### src/rtl/rf_port_sched_pkg.sv
// Shared types for the register-file port scheduler: the read FSM state
// encoding and the writeback source identifiers used by the round-robin arbiter.
package rf_port_sched_pkg;

    typedef enum logic [1:0] {
        S_IDLE = 2'd0,
        S_RD1  = 2'd1,
        S_RD2  = 2'd2,
        S_RESP = 2'd3
    } rf_sched_state_e;

    typedef enum logic {
        WB_EXU = 1'b0,
        WB_LSU = 1'b1
    } wb_src_e;

    function automatic wb_src_e rr_flip(input wb_src_e src);
        return (src == WB_EXU) ? WB_LSU : WB_EXU;
    endfunction

endpackage

### src/rtl/rf_port_sched_wb_rr_arb.sv
// Two-way round-robin arbiter placing EXU/LSU writebacks onto the single
// regfile write port; grants are combinational, writes to x0 are swallowed.
module rf_wb_rr_arb
    import rf_port_sched_pkg::*;
#(
    parameter int ADDR_WIDTH = 5,
    parameter int DATA_WIDTH = 32
) (
    input  logic                  clk,
    input  logic                  rst,
    input  logic                  exu_valid,
    output logic                  exu_ready,
    input  logic [ADDR_WIDTH-1:0] exu_addr,
    input  logic [DATA_WIDTH-1:0] exu_data,
    input  logic                  lsu_valid,
    output logic                  lsu_ready,
    input  logic [ADDR_WIDTH-1:0] lsu_addr,
    input  logic [DATA_WIDTH-1:0] lsu_data,
    output logic                  wen,
    output logic [ADDR_WIDTH-1:0] waddr,
    output logic [DATA_WIDTH-1:0] wdata
);

    wb_src_e rr_ptr_r;
    logic    contended_s;
    logic    exu_gnt_s;
    logic    lsu_gnt_s;

    // Grant selection and write-port mux
    always_comb begin
        contended_s = exu_valid && lsu_valid;
        exu_gnt_s   = 1'b0;
        lsu_gnt_s   = 1'b0;
        waddr       = {ADDR_WIDTH{1'b0}};
        wdata       = {DATA_WIDTH{1'b0}};
        if (contended_s) begin
            exu_gnt_s = (rr_ptr_r == WB_EXU);
            lsu_gnt_s = (rr_ptr_r == WB_LSU);
        end else begin
            exu_gnt_s = exu_valid;
            lsu_gnt_s = lsu_valid;
        end
        if (exu_gnt_s) begin
            waddr = exu_addr;
            wdata = exu_data;
        end else if (lsu_gnt_s) begin
            waddr = lsu_addr;
            wdata = lsu_data;
        end else begin
            waddr = {ADDR_WIDTH{1'b0}};
            wdata = {DATA_WIDTH{1'b0}};
        end
    end

    assign exu_ready = exu_gnt_s;
    assign lsu_ready = lsu_gnt_s;
    assign wen       = (exu_gnt_s || lsu_gnt_s) && (waddr != {ADDR_WIDTH{1'b0}});

    // Priority pointer only moves when both sources competed
    always_ff @(posedge clk) begin
        if (rst) begin
            rr_ptr_r <= WB_EXU;
        end else if (contended_s) begin
            rr_ptr_r <= rr_flip(rr_ptr_r);
        end else begin
            rr_ptr_r <= rr_ptr_r;
        end
    end

endmodule

### src/rtl/rf_port_sched.sv
// Scheduler in front of a 1R/1W regfile: serialises rs1/rs2 reads over the
// single read port (with write bypass) and arbitrates EXU/LSU writebacks.
module rf_port_sched
    import rf_port_sched_pkg::*;
#(
    parameter int ADDR_WIDTH = 5,
    parameter int DATA_WIDTH = 32
) (
    input  logic                  clk,
    input  logic                  rst,
    input  logic                  rd_req_valid,
    output logic                  rd_req_ready,
    input  logic [ADDR_WIDTH-1:0] rs1_addr,
    input  logic [ADDR_WIDTH-1:0] rs2_addr,
    output logic                  rd_rsp_valid,
    input  logic                  rd_rsp_ready,
    output logic [DATA_WIDTH-1:0] rs1_data,
    output logic [DATA_WIDTH-1:0] rs2_data,
    input  logic                  exu_wb_valid,
    output logic                  exu_wb_ready,
    input  logic [ADDR_WIDTH-1:0] exu_wb_addr,
    input  logic [DATA_WIDTH-1:0] exu_wb_data,
    input  logic                  lsu_wb_valid,
    output logic                  lsu_wb_ready,
    input  logic [ADDR_WIDTH-1:0] lsu_wb_addr,
    input  logic [DATA_WIDTH-1:0] lsu_wb_data,
    output logic [ADDR_WIDTH-1:0] rf_raddr,
    input  logic [DATA_WIDTH-1:0] rf_rdata,
    output logic [ADDR_WIDTH-1:0] rf_waddr,
    output logic [DATA_WIDTH-1:0] rf_wdata,
    output logic                  rf_wen
);

    rf_sched_state_e       state_r;
    rf_sched_state_e       state_nxt_s;
    logic [ADDR_WIDTH-1:0] rs1_addr_r;
    logic [ADDR_WIDTH-1:0] rs2_addr_r;
    logic [DATA_WIDTH-1:0] rs1_data_r;
    logic [DATA_WIDTH-1:0] rs2_data_r;
    logic [ADDR_WIDTH-1:0] raddr_s;
    logic [DATA_WIDTH-1:0] cap_s;
    logic                  same_src_s;

    rf_wb_rr_arb #(
        .ADDR_WIDTH(ADDR_WIDTH),
        .DATA_WIDTH(DATA_WIDTH)
    ) u_wb_arb (
        .clk      (clk),
        .rst      (rst),
        .exu_valid(exu_wb_valid),
        .exu_ready(exu_wb_ready),
        .exu_addr (exu_wb_addr),
        .exu_data (exu_wb_data),
        .lsu_valid(lsu_wb_valid),
        .lsu_ready(lsu_wb_ready),
        .lsu_addr (lsu_wb_addr),
        .lsu_data (lsu_wb_data),
        .wen      (rf_wen),
        .waddr    (rf_waddr),
        .wdata    (rf_wdata)
    );

    assign same_src_s = (rs1_addr_r == rs2_addr_r);

    // Read FSM next state and read-port address
    always_comb begin
        state_nxt_s = state_r;
        raddr_s     = {ADDR_WIDTH{1'b0}};
        case (state_r)
            S_IDLE: begin
                if (rd_req_valid) state_nxt_s = S_RD1;
                else              state_nxt_s = S_IDLE;
            end
            S_RD1: begin
                raddr_s     = rs1_addr_r;
                state_nxt_s = same_src_s ? S_RESP : S_RD2;
            end
            S_RD2: begin
                raddr_s     = rs2_addr_r;
                state_nxt_s = S_RESP;
            end
            S_RESP: begin
                if (rd_rsp_ready) state_nxt_s = S_IDLE;
                else              state_nxt_s = S_RESP;
            end
            default: begin
                state_nxt_s = S_IDLE;
            end
        endcase
    end

    // Captured value: x0 reads zero, a same-cycle write wins over the stale regfile read
    always_comb begin
        cap_s = rf_rdata;
        if (raddr_s == {ADDR_WIDTH{1'b0}}) begin
            cap_s = {DATA_WIDTH{1'b0}};
        end else if (rf_wen && (rf_waddr == raddr_s)) begin
            cap_s = rf_wdata;
        end else begin
            cap_s = rf_rdata;
        end
    end

    // State, latched source indices and operand registers
    always_ff @(posedge clk) begin
        if (rst) begin
            state_r    <= S_IDLE;
            rs1_addr_r <= {ADDR_WIDTH{1'b0}};
            rs2_addr_r <= {ADDR_WIDTH{1'b0}};
            rs1_data_r <= {DATA_WIDTH{1'b0}};
            rs2_data_r <= {DATA_WIDTH{1'b0}};
        end else begin
            state_r <= state_nxt_s;
            case (state_r)
                S_IDLE: begin
                    if (rd_req_valid) begin
                        rs1_addr_r <= rs1_addr;
                        rs2_addr_r <= rs2_addr;
                    end
                end
                S_RD1: begin
                    rs1_data_r <= cap_s;
                    if (same_src_s) rs2_data_r <= cap_s;
                end
                S_RD2: begin
                    rs2_data_r <= cap_s;
                end
                default: begin
                    rs1_data_r <= rs1_data_r;
                end
            endcase
        end
    end

    assign rd_req_ready = (state_r == S_IDLE);
    assign rd_rsp_valid = (state_r == S_RESP);
    assign rs1_data     = rs1_data_r;
    assign rs2_data     = rs2_data_r;
    assign rf_raddr     = raddr_s;

endmodule

### config.mk
export PLATFORM = sky130hd
export DESIGN_NAME = rf_port_sched
export DESIGN_NICKNAME = d
export VERILOG_FILES = /design/src/rtl/rf_port_sched_pkg.sv /design/src/rtl/rf_port_sched_wb_rr_arb.sv /design/src/rtl/rf_port_sched.sv
export SDC_FILE = /design/constraint.sdc
export NUM_CORES = 1
export LEC_CHECK = 0
export CORE_ASPECT_RATIO = 1.75
export CORE_MARGIN = 2
export CORE_UTILIZATION = 41
export CTS_BUF_LIST = sky130_fd_sc_hd__clkbuf_4 sky130_fd_sc_hd__clkbuf_8 sky130_fd_sc_hd__clkbuf_16
export CTS_CLUSTER_DIAMETER = 60
export DETAILED_ROUTE_END_ITERATION = 10
export PLACE_DENSITY = 0.87
export SLEW_MARGIN = 20
export SYNTH_ARGS = -nofsm -noshare
export SYNTH_HDL_FRONTEND = slang
export SYNTH_SLANG_ARGS = --single-unit
### constraint.sdc
create_clock -name clk -period 5.4 [get_ports clk]
set_clock_uncertainty 0.1 [all_clocks]
set_input_delay 1.08 -clock clk [delete_from_list [all_inputs] [get_ports clk]]
set_output_delay 1.08 -clock clk [all_outputs]
set_load 0.02 [all_outputs]
==> results list <==
- Highest attainable clock frequency: ~210 MHz
- The library cell used most frequently in the layout, excluding fill and tap cells, is clkdlybuf4s50_1.
* Resized Gates After CTS: 0
- Fraction of the cycle the final worst path needs: 0.872
- GRT Resource Usage Total: 0.287
- The worst setup path is of the primary input to output port kind.
* Initial standard-cell utilization of the core: 0.419
* Top library cells by usage in the layout, fill and taps aside: clkdlybuf4s50_1 (231), nand2_1 (156), dfxtp_1 (77)
- The die covers 10400 sq um.
- At the worst endpoint, the arrival time is between 3000 and 4000 ps.
- Counting distinct cell types in the post-synthesis netlist gives 35.
- The clock passes through at most 2 buffers.
- In the synthesized netlist, the number of instances is about 510.
- Total Power: 0.00163 W
* CTS HTree Levels: 3
* Least setup slack across all paths after layout: just under 700 ps
* Final setup violation count: 0
- The floorplan step defined a core boundary enclosing 9350 sq um.
- Routed WL: approximately 15000 um
- The worst setup path is launched from a primary input.
- Buffers added to address setup during post-CTS repair amount to 0.
* Placed inst area: between 6000 and 7000 sq um
- Run status: finished, final reports clean
* Mean Syn Cell Area: roughly 7.7 sq um
- Gr ovfl total: 0
- Dividing the detail-routed wire length by the instance count gives 18.1 um.
- Via/cell ratio: between 5 and 6
* Fin. Hold Viols: 0
- Delay of the slowest cell on the worst path: between 600 and 700 ps
* Crit path max-delay cell type: clkdlybuf4s50_1
- For this design, the CTS-stage hold fixing added 0 buffers.
- Simple-gate share of the synthesized area: 0.219
* RD Place Congestion: between 0.8 and 0.9
- Summing over every cut layer, the via total after detailed routing is approximately 4.6k.
- In the routed design, unresolved DRC markers number 0.
* Source of the critical timing path: exu_wb_valid
- Number of storage elements in the synthesis netlist: 77
* Clk Latency, worst-skew pair: 330 ps
- Post-detailed-placement half-perimeter wirelength: between 10000 and 15000 um
* R2r startpoint: state_r[1]$_SDFF_PP0_
- Antenna fix cells: 0
* Area of the mapped netlist: around 3900 sq um
* Share of layout cells above drive strength 1: 0.0874
- After routing the design area is roughly 6600 sq um.
* R2R setup slack: 2180 ps
* Largest fanout of any net on the critical path: 29
* Pre-CTS setup slack: 722 ps
- Class of the most critical hold timing path: register to register
- Area added between synthesis and finish: 67.4%
* Unrepaired setup endpoints after global routing: no
* Setup TNS: 0 ps
* PortBufs: 232
* Pin count of the biggest net entering global routing: 40
- For this run, the number of Yosys warnings is 0.
- Traced cell by cell, the critical path runs through clkdlybuf4s50_1 > a21boi_4 > buf_4 > nand2_1 > o21ai_0 > clkdlybuf4s50_1.
- The endpoint identified for the worst register-to-register timing path is rs2_data[1]$_SDFFE_PP0P_.
- Number of antenna violations at the first check in global routing: 0
* Worst setup path endpoint: rf_wdata[23]
* Post-layout min period: 4710 ps
- Number of nets in the final layout: about 840
* Clock tree root buffer cell: clkbuf_16
* Syn Nets: 632
- In this run the vertical extent of the chip is between 100 and 150 um.
- TritonCTS built the clock tree.
- Clock transition time at the flip-flop clock pins of the worst setup and hold paths: roughly 50 ps
* Max Transition Viols Final: 0
* First-iteration detailed-routing DRC count: 300
- At the worst endpoint, the required time is 4220 ps.
* Path depth of the worst reg2reg path: 8
* Count of standard-cell rows: 47
* Sequential-to-total area share from yosys stat: 0.394
- Post-synthesis adder-cell area fraction: 0.0128
* Worst voltage drop across the vdd grid: 207 uV
- Multiplexer share of the synthesized area: 0
- Counting every sink on the clock net gives 77.
- Total I/O pin count: about 230
- The post-synthesis compound-gate area fraction came to 0.287.
- Slew margin rel.: 0.297
- Detailed-router iteration count before antenna repair: 5
* Cell Pwr Density: ~250 nW/um^2
- First-pass GRT wire length: roughly 23000 um
- Vias in the first global route: approximately 4.7k
- Maximum Capacitance Violations: 0
- Among the stages of the critical path, the cell type that occurs most often is clkdlybuf4s50_1.
- In this run, CTS created clock tree buffers numbering 9.
* Element type at the critical path end: output port
* Static leakage: roughly 2.4 nW
* Slew at the pin closest to its max-slew limit: 1050 ps
- In this run the remaining antenna-violating nets after routing total 0.
- Of the total synthesized cell area, the portion taken by XOR and XNOR cells is 0.0224.
- The floorplan step set the die width to ~80 um.
- Dominant combinational cell family by area after synthesis: compound AO/OA/AOI/OAI gates
power by group:
group | switching, W | internal (W)
sequential | 0.0000115 | 0.000582
clock | 0.000218 | 0.000375
combinational | 0.000249 | 0.000195
state kept, by name, summed over array words and instances (netlist names):
register / cells
u_wb_arb.rr_ptr_r: 1
rs1_addr_r: 5
rs1_data: 32
rs2_data: 32
rs2_addr_r: 5
state_r: 2
layout make-up:
class                   count  area, sq um
repair buffers            242         2390
flip-flops and latches     77         1540
fillers                   754         2800
multi-input cells         377         2140
clock inverters             2         35.0
inverters                  11         41.3
clock buffers              12          254
well taps                 122          153
layer usage:
metal  routed length, um  GRT usage  part of all wire
met5                   0          0                 0
met4                 894      0.172             0.059
met3                 845     0.0684             0.055
met2                8230      0.529              0.54
met1                5280      0.283              0.35
metrics by stage:
| stage | std cells | utilization | hold WS, ps |
|---|---|---|---|
| CTS | 843 | 0.701 | 353 |
| finish | 843 | 0.701 | 348 |
| global placement | 829 | 0.670 | 334 |
| global route | 843 | 0.701 | 378 |
| detailed placement | 829 | 0.670 | 340 |
| floorplan | 506 | - | 361 |
cell usage after synthesis, drive strengths merged:
| cell type | n | area, sq um |
|---|---|---|
| a211oi | 1 | 7.51 |
| a21boi | 1 | 18.8 |
| a21o | 1 | 7.51 |
| a21oi | 44 | 333 |
| a22o | 3 | 26.3 |
| a22oi | 2 | 15.0 |
| a32oi | 5 | 43.8 |
| a41oi | 1 | 8.76 |
| and2 | 2 | 12.5 |
| and3 | 1 | 6.26 |
| and4 | 2 | 17.5 |
| buf | 15 | 120 |
| clkbuf | 26 | 97.6 |
| dfxtp | 77 | 1540 |
| ha | 4 | 50.1 |
| inv | 11 | 41.3 |
| nand2 | 157 | 589 |
| nand2b | 1 | 13.8 |
| nand3 | 1 | 5.00 |
| nand4 | 1 | 6.26 |
| nor2 | 4 | 15.0 |
| nor2b | 3 | 18.8 |
| nor3 | 33 | 165 |
| nor4 | 1 | 6.26 |
| o21a | 1 | 7.51 |
| o21ai | 34 | 174 |
| o31ai | 64 | 480 |
| xnor2 | 3 | 26.3 |
| xor2 | 7 | 61.3 |
worst max-delay path: cells and delay by family:
family	cells	cell delay, ps
buffers and inverters	3	1630
AOI/OAI and AO/OA	2	710
and+or+nand+nor	1	90
logic make-up (layout without fill, tap and decap cells):
kind of cell,count (synthesis),in the layout
xor+xnor,10,10
simple gates,206,206
buf+inv,52,267
compound gates,157,157
flops,77,77
fa+ha+maj,4,4
worst min path at each step:
stage	from	to	cells after the start
2_1_floorplan	rs2_addr_r[0]$_SDFFE_PP0P_	rs2_addr_r[0]$_SDFFE_PP0P_	2
3_3_place_gp	rs2_data[27]$_SDFFE_PP0P_	rs2_data[27]$_SDFFE_PP0P_	2
3_5_place_dp	rs1_data[18]$_SDFFE_PP0N_	rs1_data[18]$_SDFFE_PP0N_	2
4_1_cts	rs1_data[18]$_SDFFE_PP0N_	rs1_data[18]$_SDFFE_PP0N_	2
5_1_grt	rs2_data[19]$_SDFFE_PP0P_	rs2_data[19]$_SDFFE_PP0P_	2
6_report	rs1_data[21]$_SDFFE_PP0N_	rs1_data[21]$_SDFFE_PP0N_	2
Power figures use the tool's default switching activity.
